$ cat config.mk
export PLATFORM = sky130hd
export DESIGN_NAME = xcprint_uart
export DESIGN_NICKNAME = d
export VERILOG_FILES = /design/src/rtl/xcprint_uart.sv
export SDC_FILE = /design/constraint.sdc
export NUM_CORES = 1
export LEC_CHECK = 0
export ABC_CLOCK_PERIOD_IN_PS = 4200
export CAP_MARGIN = 40
export CORE_UTILIZATION = 55
export CTS_BUF_LIST = sky130_fd_sc_hd__clkbuf_4 sky130_fd_sc_hd__clkbuf_8 sky130_fd_sc_hd__clkbuf_16
export DETAILED_ROUTE_END_ITERATION = 8
export PLACE_DENSITY = 0.72
export SYNTH_ARGS = -nofsm -noshare
export SYNTH_HDL_FRONTEND = slang
export SYNTH_SLANG_ARGS = --single-unit
export TNS_END_PERCENT = 30
$ cat constraint.sdc
create_clock -name clk -period 4.2 [get_ports clk]
set_input_delay 0.84 -clock clk [delete_from_list [all_inputs] [get_ports clk]]
set_output_delay 0.84 -clock clk [all_outputs]
set_load 0.05 [all_outputs]
$ cat src/rtl/xcprint_uart.sv
// Debug character sink: bytes written on sel are queued in a small FIFO and
// shifted out as 8N1 UART frames on tx, back-to-back when the FIFO holds more.
module xcprint_uart #(
  parameter int unsigned DIV     = 434,
  parameter int unsigned FIFO_AW = 4
) (
  input  logic             clk,
  input  logic             rst,
  input  logic             sel,
  input  logic [7:0]       data_in,
  output logic             ready,
  output logic [FIFO_AW:0] level,
  output logic             overflow,
  output logic             busy,
  output logic             tx
);

  localparam int unsigned DEPTH = 1 << FIFO_AW;
  localparam int unsigned PW    = FIFO_AW;
  localparam int unsigned LW    = FIFO_AW + 1;
  localparam int unsigned BW    = 16;

  typedef enum logic [1:0] {IDLE, START, DATA, STOP} state_t;

  state_t          state_q, state_d;
  logic [7:0]      mem_q [DEPTH];
  logic [PW-1:0]   wr_ptr_q, wr_ptr_d, rd_ptr_q, rd_ptr_d;
  logic [LW-1:0]   level_q, level_d;
  logic [BW-1:0]   baud_q, baud_d;
  logic [2:0]      bit_q, bit_d;
  logic [7:0]      shift_q, shift_d;
  logic            tx_q, tx_d;
  logic            ready_q, busy_q, overflow_q, overflow_d;
  logic            empty, full, push, pop, bit_end;

  assign empty   = (level_q == '0);
  assign full    = (level_q == LW'(DEPTH));
  assign push    = sel && !full;
  assign bit_end = (baud_q == BW'(DIV - 1));

  // State register
  always_ff @(posedge clk or negedge rst) begin
    if (!rst) state_q <= IDLE;
    else      state_q <= state_d;
  end

  // Next-state logic
  always_comb begin
    state_d = state_q;
    case (state_q)
      IDLE:  if (!empty) state_d = START;
      START: if (bit_end) state_d = DATA;
      DATA:  if (bit_end && bit_q == 3'd7) state_d = STOP;
      STOP:  if (bit_end) state_d = empty ? IDLE : START;
      default: state_d = IDLE;
    endcase
  end

  // Output and datapath next values; a pop loads the shifter and restarts the baud count
  always_comb begin
    pop        = 1'b0;
    baud_d     = '0;
    bit_d      = bit_q;
    shift_d    = shift_q;
    tx_d       = 1'b1;
    overflow_d = overflow_q || (sel && full);
    if (!empty && (state_q == IDLE || (state_q == STOP && bit_end))) pop = 1'b1;
    if (!pop && state_q != IDLE) baud_d = bit_end ? '0 : baud_q + BW'(1);
    if (state_q == START && bit_end) bit_d = 3'd0;
    if (state_q == DATA && bit_end) begin
      bit_d   = bit_q + 3'd1;
      shift_d = shift_q >> 1;
    end
    if (pop) shift_d = mem_q[rd_ptr_q];
    case (state_d)
      START:   tx_d = 1'b0;
      DATA:    tx_d = shift_d[0];
      default: tx_d = 1'b1;
    endcase
    wr_ptr_d = push ? wr_ptr_q + PW'(1) : wr_ptr_q;
    rd_ptr_d = pop  ? rd_ptr_q + PW'(1) : rd_ptr_q;
    level_d  = level_q + LW'(push) - LW'(pop);
  end

  always_ff @(posedge clk) begin
    if (push) mem_q[wr_ptr_q] <= data_in;
  end

  always_ff @(posedge clk or negedge rst) begin
    if (!rst) begin
      wr_ptr_q   <= '0;
      rd_ptr_q   <= '0;
      level_q    <= '0;
      baud_q     <= '0;
      bit_q      <= '0;
      shift_q    <= '0;
      tx_q       <= 1'b1;
      ready_q    <= 1'b1;
      busy_q     <= 1'b0;
      overflow_q <= 1'b0;
    end else begin
      wr_ptr_q   <= wr_ptr_d;
      rd_ptr_q   <= rd_ptr_d;
      level_q    <= level_d;
      baud_q     <= baud_d;
      bit_q      <= bit_d;
      shift_q    <= shift_d;
      tx_q       <= tx_d;
      ready_q    <= (level_d != LW'(DEPTH));
      busy_q     <= (state_d != IDLE) || (level_d != '0);
      overflow_q <= overflow_d;
    end
  end

  assign ready    = ready_q;
  assign level    = level_q;
  assign overflow = overflow_q;
  assign busy     = busy_q;
  assign tx       = tx_q;

endmodule

==> results.md, run 1 <==
| Group | Metric | This run |
|---|---|---|
| logic synthesis | Sequential fraction of the synthesis area | 0.677 |
| logic synthesis | Ys flop type | edfxtp_1 |
| critical path | Crit path launch type | flip-flop |
| logic synthesis | Main area contributors after synthesis | edfxtp_1, dfrtp_1, mux4_2 |
| placed design | Final HPWL DP | 9180 um |
| clock tree | Clk Latency, worst-skew pair | 0.43 ns |
| logic synthesis | Cell taking the most area after synthesis | edfxtp_1 |
| critical path | Crit path cell chain | ha_1 -> and4bb_1 -> a41oi_4 -> or2_1 -> clkinv_4 -> ha_1 -> inv_1 -> ha_1 -> fa_1 -> xor2_1 -> nor4b_1 -> mux2_2 -> nand4b_1 |
| placed design | Number of buffers added on ports | 19 |
| critical path | Cell depth of the worst flop-to-flop path | 13 |
| clock tree | Root buf cell | clkbuf_16 |
| sta | Period utilization | 0.853 |
| power and ir drop | Maximum resistive drop on vdd | 0.563 mV |
| critical path | Library cell contributing the largest single delay on the critical path | dfrtp_1 |
| clock tree | CTS buffer count | 17 |
| die | Site row count | 41 |
| logic synthesis | Most numerous cell types in the synthesized netlist | edfxtp_1, dfrtp_1, mux4_2 |
| finish | Fraction of layout instances using a drive strength above 1 | 0.176 |
| sta | Setup skew after layout | 0.00735 ns |
| die | Area of the die | 13900 um^2 |
| finish | Seq. cell area | 5000 um^2 |
| finish | Number of nets at the end of the flow | 507 |
| finish | Count of fill cells added during filler insertion | 889 |
| sta | Hold Vio Cnt, Final | 0 |
| route | Total via count after detailed routing | 4005 |
| critical path | R2r setup slk | 0.62 ns |
| route | Total routed wirelength | 13900 um |
| sta | Highest achievable clock rate | 0.279 GHz |
| logic synthesis | Mapped Avg Cell Area | 16.3 um^2 |
| sta | Final min period | 3.58 ns |
| die | Core area | 12900 um^2 |
| global route | Maximum number of pins on one net before global-route repair | 32 |
| route | Vias per Instance | 6.02 |
| critical path | Crit-path max cell delay | 0.41 ns |
| global route | Via count of the first global-routing pass | 4080 |
| critical path | Crit path DAT | 3.87 ns |
| critical path | CP Buf/Inv Count | 2 |
| power and ir drop | Share of total power in the clock network | 0.355 |
| clock tree | CTS resizes | 0 |
| logic synthesis | EDFF count, synth | 128 |
| die | Ports placed on the boundary | 20 |
| power and ir drop | Reg power frac | 0.483 |
| route | Average wire length per cell after detail routing | 20.8 um |
| sta | Final setup TNS | 0 ns |
| global route | Met1 Resource Use GR | 0.279 |
| logic synthesis | Number of warnings printed during yosys synthesis | 0 |
| sta | Max Slew Vio Count | 0 |
| route | Number of nets still failing antenna checks after routing | 0 |
| die | Die height | 118 um |
| logic synthesis | Count of unique library cells instantiated by Yosys | 52 |
| logic synthesis | Net count of the mapped netlist | 481 |
| critical path | Cell mode on critical path | ha_1 |
| critical path | Req. time, crit path | 4.49 ns |
| logic synthesis | Netlist area before placement | 7380 um^2 |
| global route | Antenna violations before repair | 0 |
| critical path | CP Max Fanout | 10 |
| logic synthesis | Top-count cell post-synth | edfxtp_1 |
| placed design | Number of placed instances, taps included | 633 |
| hold path | Worst hold-check path type | input port to asynchronous set/reset pin |
| power and ir drop | Total power divided by cell area | 529 nW/um^2 |
| critical path | Reg2reg start | baud_q[0] |
| critical path | Worst R2R End | busy |
| global route | Overall track demand over capacity in global routing | 0.219 |
| power and ir drop | Tot Pwr | 0.00442 W |
| logic synthesis | Number of flip-flops and latches in the synthesized netlist | 174 |
| clock tree | Hold-fix buffers at CTS | 0 |
| route | Number of remaining DRC errors | 0 |
| global route | Layer with the highest usage after global routing | met2 |
| logic synthesis | Async set-or-reset flop fraction in the synthesized netlist | 0.264 |
| global route | Total grt overflow | 0 |
| route | First DRT Iteration DRCs | 385 |
| global route | GR Layer Usage met3 | 0.0683 |
| global route | Wire length of the first global-routing pass | 22400 um |
| route | Total iterations of the first detailed-routing run | 4 |
| sta | Unrepaired setup endpoints after global routing | no |
| power and ir drop | Internal Power | 0.00321 W |
| sta | Total of endpoints with negative setup slack in the final report | 0 |
| critical path | Crit Path Class | flip-flop to flip-flop |
| finish | Area used by multi-input combinational logic | 2200 um^2 |
| finish | Number of antenna repair diodes | 0 |
| clock tree | Maximum level of the CTS H-tree | 4 |
| clock tree | TritonCTS clock tree | built |
| die | Initial Util | 0.574 |
| global route | GR Layer Usage met2 | 0.361 |
| clock tree | Buffers inserted during post-CTS setup optimization | 0 |
| job | Number of maximum-capacitance constraint violations | 0 |
| sta | Worst Tran Pin Value | 0.862 ns |
| power and ir drop | Static Leakage | 2.98 nW |
| status | Status | finished clean |
| critical path | Cell family with most CP delay | adder cells |
| power and ir drop | Net switching power of the design | 0.00120 W |
| logic synthesis | Share of Yosys cell area claimed by the top area cell type | 0.521 |
| finish | Final Non-Filler Cells | 665 |
| clock tree | Reg clk slew, reported paths | 0.07 ns |
| sta | Hold Worst Slack | 0.330 ns |
| power and ir drop | Proportion of total power due to net switching | 0.273 |
| power and ir drop | Gate power share | 0.162 |
| clock tree | Sinks on Clock Net | 174 |
| sta | Headroom to the max-slew limit | 0.424 |
| placed design | RePlAce Congestion | 0.789 |
| critical path | Critical Path Sink Type | flip-flop |
| clock tree | CTS Buffer Depth | 2 |
| logic synthesis | Gate count of the mapped netlist | 454 |
| die | Die Wd | 118 um |
| finish | Synthesis-to-finish area growth | 13.0% |
layout by cell type, fill, tap and decap left out, types with 3 or more instances in the layout:
cell type | Yosys | final
nor2_1 | 25 | 25
nor3_1 | 3 | 3
and2_1 | 12 | 12
a21oi_1 | 8 | 8
nor2b_1 | 3 | 3
clkinv_2 | 0 | 4
buf_4 | 1 | 10
nor4_1 | 12 | 12
nand2_1 | 13 | 13
xnor2_1 | 8 | 8
clkdlybuf4s50_1 | 0 | 18
dfrtp_1 | 44 | 43
o21ai_0 | 13 | 13
nand3_1 | 14 | 14
a31oi_1 | 7 | 7
inv_6 | 0 | 5
or3_1 | 4 | 4
a22o_1 | 17 | 17
ha_1 | 15 | 15
mux4_2 | 32 | 32
clkbuf_16 | 0 | 17
inv_1 | 15 | 15
edfxtp_1 | 128 | 128
nand4_1 | 7 | 7
nor3b_1 | 3 | 3
and4_1 | 3 | 3
xor2_1 | 13 | 13
a21o_1 | 3 | 3
layout make-up:
cell class / instances / share of cell area
clock buffer: 18 / 0.0519
clock inverter: 14 / 0.0186
inverter: 17 / 0.00824
multi-input combinational: 240 / 0.263
sequential: 174 / 0.599
tap: 172 / 0.0258
timing repair buffer: 30 / 0.0336
cell families after synthesis:
| group | Yosys count | synth area share |
|---|---|---|
| buffers and inverters | 40 | 0.0258 |
| AND/OR/NAND/NOR | 110 | 0.0839 |
| XOR/XNOR | 21 | 0.0249 |
| multiplexers | 35 | 0.103 |
| flip-flops | 174 | 0.677 |
| adder cells (fa/ha/maj) | 16 | 0.0281 |
| AO/OA/AOI/OAI | 58 | 0.0579 |
flip-flops by register name, summed over array words and instances, names as in the netlist:
register and cells:
shift_q 8, wr_ptr_q 4, busy 1, ready 1, bit_q 3, mem_q 128, baud_q 16, tx 1
level 5, overflow 1, state_q 2, rd_ptr_q 4
worst max-delay path by stage:
stage	start	endpoint	slack (ns)	depth (start not counted)
floorplan	level[2]	busy	0.94	14
global placement	sel	busy	0.71	12
detailed placement	baud_q[0]	busy	0.62	13
finish	baud_q[0]	busy	0.62	13
global route	baud_q[0]	busy	0.42	13
CTS	baud_q[0]	busy	0.61	13
routing by layer:
layer / up-vias / routed length (um) / part of all wire
met5: - / 0 / 0
met4: 0 / 162 / 0.012
met3: 15 / 683 / 0.049
met2: 86 / 7200 / 0.52
met1: 2085 / 5800 / 0.42
li1: 1819 / - / -
stage by stage:
step / area [um^2] / utilization / setup WS (ns)
after floorplan: 7380 / - / 0.937
after global placement: 7740 / 0.601 / 0.715
after detailed placement: 7760 / 0.603 / 0.615
after CTS: 8350 / 0.648 / 0.607
after global routing: 8350 / 0.648 / 0.425
final: 8350 / 0.648 / 0.619
power groups by stage:
| stage | logic, W | registers, W | clock network (W) |
|---|---|---|---|
| after floorplan | 0.000390 | 0.00225 | 0 |
| after global placement | 0.000703 | 0.00216 | 0 |
| after detailed placement | 0.000718 | 0.00217 | 0 |
| after CTS | 0.000724 | 0.00214 | 0.00158 |
| after global routing | 0.000780 | 0.00216 | 0.00165 |
| final | 0.000715 | 0.00213 | 0.00157 |
Power figures use the tool's default switching activity.
==> run 2: changes to the inputs <==
--- a/config.mk
+++ b/config.mk
@@ -5,7 +5,6 @@
 export SDC_FILE = /design/constraint.sdc
 export NUM_CORES = 1
 export LEC_CHECK = 0
-export ABC_CLOCK_PERIOD_IN_PS = 4200
 export CAP_MARGIN = 40
 export CORE_UTILIZATION = 55
 export CTS_BUF_LIST = sky130_fd_sc_hd__clkbuf_4 sky130_fd_sc_hd__clkbuf_8 sky130_fd_sc_hd__clkbuf_16
==> results of run 2 <==
Same layout as run 1: the final DEF is identical, and so are final timing and power.
==> run 3: changes to the inputs <==
--- a/config.mk
+++ b/config.mk
@@ -5,7 +5,6 @@
 export SDC_FILE = /design/constraint.sdc
 export NUM_CORES = 1
 export LEC_CHECK = 0
-export CAP_MARGIN = 40
 export CORE_UTILIZATION = 55
 export CTS_BUF_LIST = sky130_fd_sc_hd__clkbuf_4 sky130_fd_sc_hd__clkbuf_8 sky130_fd_sc_hd__clkbuf_16
 export DETAILED_ROUTE_END_ITERATION = 8
==> constraint.sdc (replaced) <==
create_clock -name clk -period 4.2 [get_ports clk]
set_input_delay 0.84 -clock clk [delete_from_list [all_inputs] [get_ports clk]]
set_output_delay 0.84 -clock clk [all_outputs]
set_load 0.01 [all_outputs]
==> results.md, run 3 (synthesis results as in run 1) <==
| Group | Metric | This run | Change |
|---|---|---|---|
| finish | Number of antenna repair diodes | 0 | unchanged |
| finish | Largest registers | mem_q (128), baud_q (16), shift_q (8) |  |
| critical path | Crit path launch type | flip-flop |  |
| clock tree | Hold-fix buffers at CTS | 0 | unchanged |
| sta | Max Slew Vio Count | 0 | unchanged |
| route | First DRT Iteration DRCs | 256 | -34% |
| route | Vias per Instance | 6.02 | -0.12% |
| power and ir drop | Maximum resistive drop on vdd | 0.469 mV | -17% |
| finish | Count of fill cells added during filler insertion | 913 | +2.7% |
| sta | Final min period | 3.61 ns | +0.0283 ns |
| placed design | Number of placed instances, taps included | 632 | -0.16% |
| sta | Headroom to the max-slew limit | 0.321 | -0.102 |
| clock tree | Maximum level of the CTS H-tree | 4 | unchanged |
| sta | Unrepaired setup endpoints after global routing | no |  |
| hold path | Hold EP | baud_q[0] |  |
| clock tree | CTS resizes | 0 | unchanged |
| power and ir drop | Reg power frac | 0.494 | +0.011 |
| clock tree | CTS Buffer Depth | 2 | unchanged |
| power and ir drop | Proportion of total power due to net switching | 0.268 | -0.00411 |
| critical path | Critical Path Sink Type | flip-flop |  |
| sta | Period utilization | 0.859 | +0.00674 |
| finish | Leading cell type in the layout, fill and taps excluded | edfxtp_1 |  |
| critical path | Crit path DAT | 3.91 ns | +0.04 ns |
| power and ir drop | Static Leakage | 2.96 nW | -0.85% |
| finish | Max reg flops | 128 | unchanged |
| status | Status | finished clean |  |
| job | Number of maximum-capacitance constraint violations | 0 | unchanged |
| critical path | Crit Path Class | flip-flop to flip-flop |  |
| route | Average wire length per cell after detail routing | 21.0 um | +0.84% |
| global route | Overall track demand over capacity in global routing | 0.219 | about the same |
| critical path | Worst R2R End | busy |  |
| route | Total iterations of the first detailed-routing run | 5 | +1 |
| power and ir drop | Share of total power in the clock network | 0.365 | +0.010 |
| die | Area of the die | 13900 um^2 | unchanged |
| hold path | Launch instance of the worst min-delay path | baud_q[0] |  |
| critical path | Reg2reg start | baud_q[0] |  |
| critical path | CP Max Fanout | 10 | unchanged |
| finish | Synthesis-to-finish area growth | 12.9% |  |
| sta | Worst Tran Pin Value | 1.02 ns | +0.156 ns |
| route | Total routed wirelength | 13900 um | +0.69% |
| placed design | Final HPWL DP | 9100 um | -0.86% |
| sta | Hold Vio Cnt, Final | 0 | unchanged |
| global route | GR Layer Usage met3 | 0.0678 | -0.000484 |
| die | Die Wd | 118 um | unchanged |
| clock tree | CTS buffer count | 17 | unchanged |
| hold path | Worst hold-check path type | flip-flop to flip-flop |  |
| hold path | WHS Path Cells | 1 |  |
| global route | Antenna violations before repair | 0 | unchanged |
| global route | Wire length of the first global-routing pass | 22200 um | -1.2% |
| route | Number of remaining DRC errors | 0 | unchanged |
| power and ir drop | Total power divided by cell area | 519 nW/um^2 | -1.9% |
| power and ir drop | Gate power share | 0.142 | -0.020 |
| global route | Via count of the first global-routing pass | 4072 | -0.20% |
| sta | Final setup TNS | 0 ns | unchanged |
| global route | Total grt overflow | 0 | unchanged |
| finish | Area used by multi-input combinational logic | 2200 um^2 | unchanged |
| global route | GR Layer Usage met2 | 0.367 | +0.00551 |
| sta | Setup skew after layout | 0.00861 ns | +0.00126 ns |
| global route | Met1 Resource Use GR | 0.268 | -0.0107 |
| clock tree | TritonCTS clock tree | built |  |
| die | Core area | 12900 um^2 | unchanged |
| die | Site row count | 41 | unchanged |
| finish | Final Non-Filler Cells | 664 | -0.15% |
| placed design | Number of buffers added on ports | 19 | unchanged |
| die | Die height | 118 um | unchanged |
| clock tree | Reg clk slew, reported paths | 0.07 ns | about the same |
| finish | Fraction of layout instances using a drive strength above 1 | 0.175 | -0.00167 |
| route | Number of nets still failing antenna checks after routing | 0 | unchanged |
| clock tree | Sinks on Clock Net | 174 | unchanged |
| die | Initial Util | 0.574 | unchanged |
| finish | Seq. cell area | 5000 um^2 | unchanged |
| global route | Layer with the highest usage after global routing | met2 |  |
| finish | Top library cells by usage in the layout, fill and taps aside | edfxtp_1, dfrtp_1, mux4_2, nor2_1, clkdlybuf4s50_1 |  |
| route | Total via count after detailed routing | 3994 | -0.27% |
| power and ir drop | Internal Power | 0.00316 W | -1.5% |
| placed design | RePlAce Congestion | 0.789 | unchanged |
| clock tree | Buffers inserted during post-CTS setup optimization | 0 | unchanged |
| sta | Total of endpoints with negative setup slack in the final report | 0 | unchanged |
| power and ir drop | Net switching power of the design | 0.00116 W | -3.5% |
| clock tree | Clk Latency, worst-skew pair | 0.43 ns | about the same |
| critical path | Req. time, crit path | 4.50 ns | about the same |
| global route | Maximum number of pins on one net before global-route repair | 47 | +47% |
| critical path | Cell depth of the worst flop-to-flop path | 13 | unchanged |
| sta | Highest achievable clock rate | 0.277 GHz | -0.78% |
| critical path | R2r setup slk | 0.59 ns | -0.03 ns |
| clock tree | Root buf cell | clkbuf_16 |  |
| finish | Number of nets at the end of the flow | 506 | -0.20% |
| finish | Register name with the most flops | mem_q |  |
| die | Ports placed on the boundary | 20 | unchanged |
==> run 3: cell count changes in the layout (fill, tap and decap cells not counted), moves of 2 or more <==
cell,change
clkinv_2,-4
clkinvlp_4,+4
inv_6,-2
inv_8,+4
==> run 3: metrics by stage <==
stage	hold WS (ns)	power, W	worst slack, ns	area (um^2)	util
floorplan	0.453	0.00253	1.06	7380	-
global placement	0.437	0.00275	0.715	7740	0.601
detailed placement	0.486	0.00278	0.612	7740	0.601
CTS	0.495	0.00435	0.581	8340	0.647
global route	0.516	0.00448	0.418	8340	0.647
finish	0.487	0.00433	0.591	8340	0.647
==> run 3: worst max-delay path by stage <==
stage	endpoint	cells after the start	slack, ns	startpoint
5_1_grt	busy	13	0.42	baud_q[0]
6_report	busy	13	0.59	baud_q[0]
3_3_place_gp	busy	12	0.71	sel
3_5_place_dp	busy	13	0.61	baud_q[0]
4_1_cts	busy	13	0.58	baud_q[0]
2_1_floorplan	busy	14	1.06	baud_q[0]
==> run 3: layer usage <==
metal,vias to the layer above,wire length (um)
li1,1822,-
met1,2045,5750
met2,112,7260
met3,15,769
met4,0,168
met5,-,0
==> run 3: cell type report <==
class                   instances  share of cell area
multi-input cells             240               0.264
well taps                     172              0.0258
repair buffers                 29              0.0312
inverters                      17             0.00826
flip-flops and latches        174               0.600
clock inverters                15              0.0204
clock buffers                  17              0.0510
==> run 3: power by group through the flow <==
| stage | Clock (W) | Sequential [W] | Combinational, W |
|---|---|---|---|
| global placement | 0 | 0.00216 | 0.000597 |
| CTS | 0.00159 | 0.00214 | 0.000618 |
| detailed placement | 0 | 0.00217 | 0.000612 |
| floorplan | 0 | 0.00215 | 0.000390 |
| global route | 0.00166 | 0.00215 | 0.000671 |
| finish | 0.00158 | 0.00214 | 0.000613 |
==> run 3: worst max-delay path: stages, from the launching register on <==
cell and delay [ns]:
dfrtp_1 0.41, ha_1 0.20, and4bb_1 0.26, a41oi_4 0.38, or2_1 0.39, clkinv_4 0.13, ha_1 0.29, inv_1 0.04
ha_1 0.19, fa_1 0.41, xor2_1 0.20, nor4b_1 0.26, mux2_2 0.22, nand4b_1 0.09
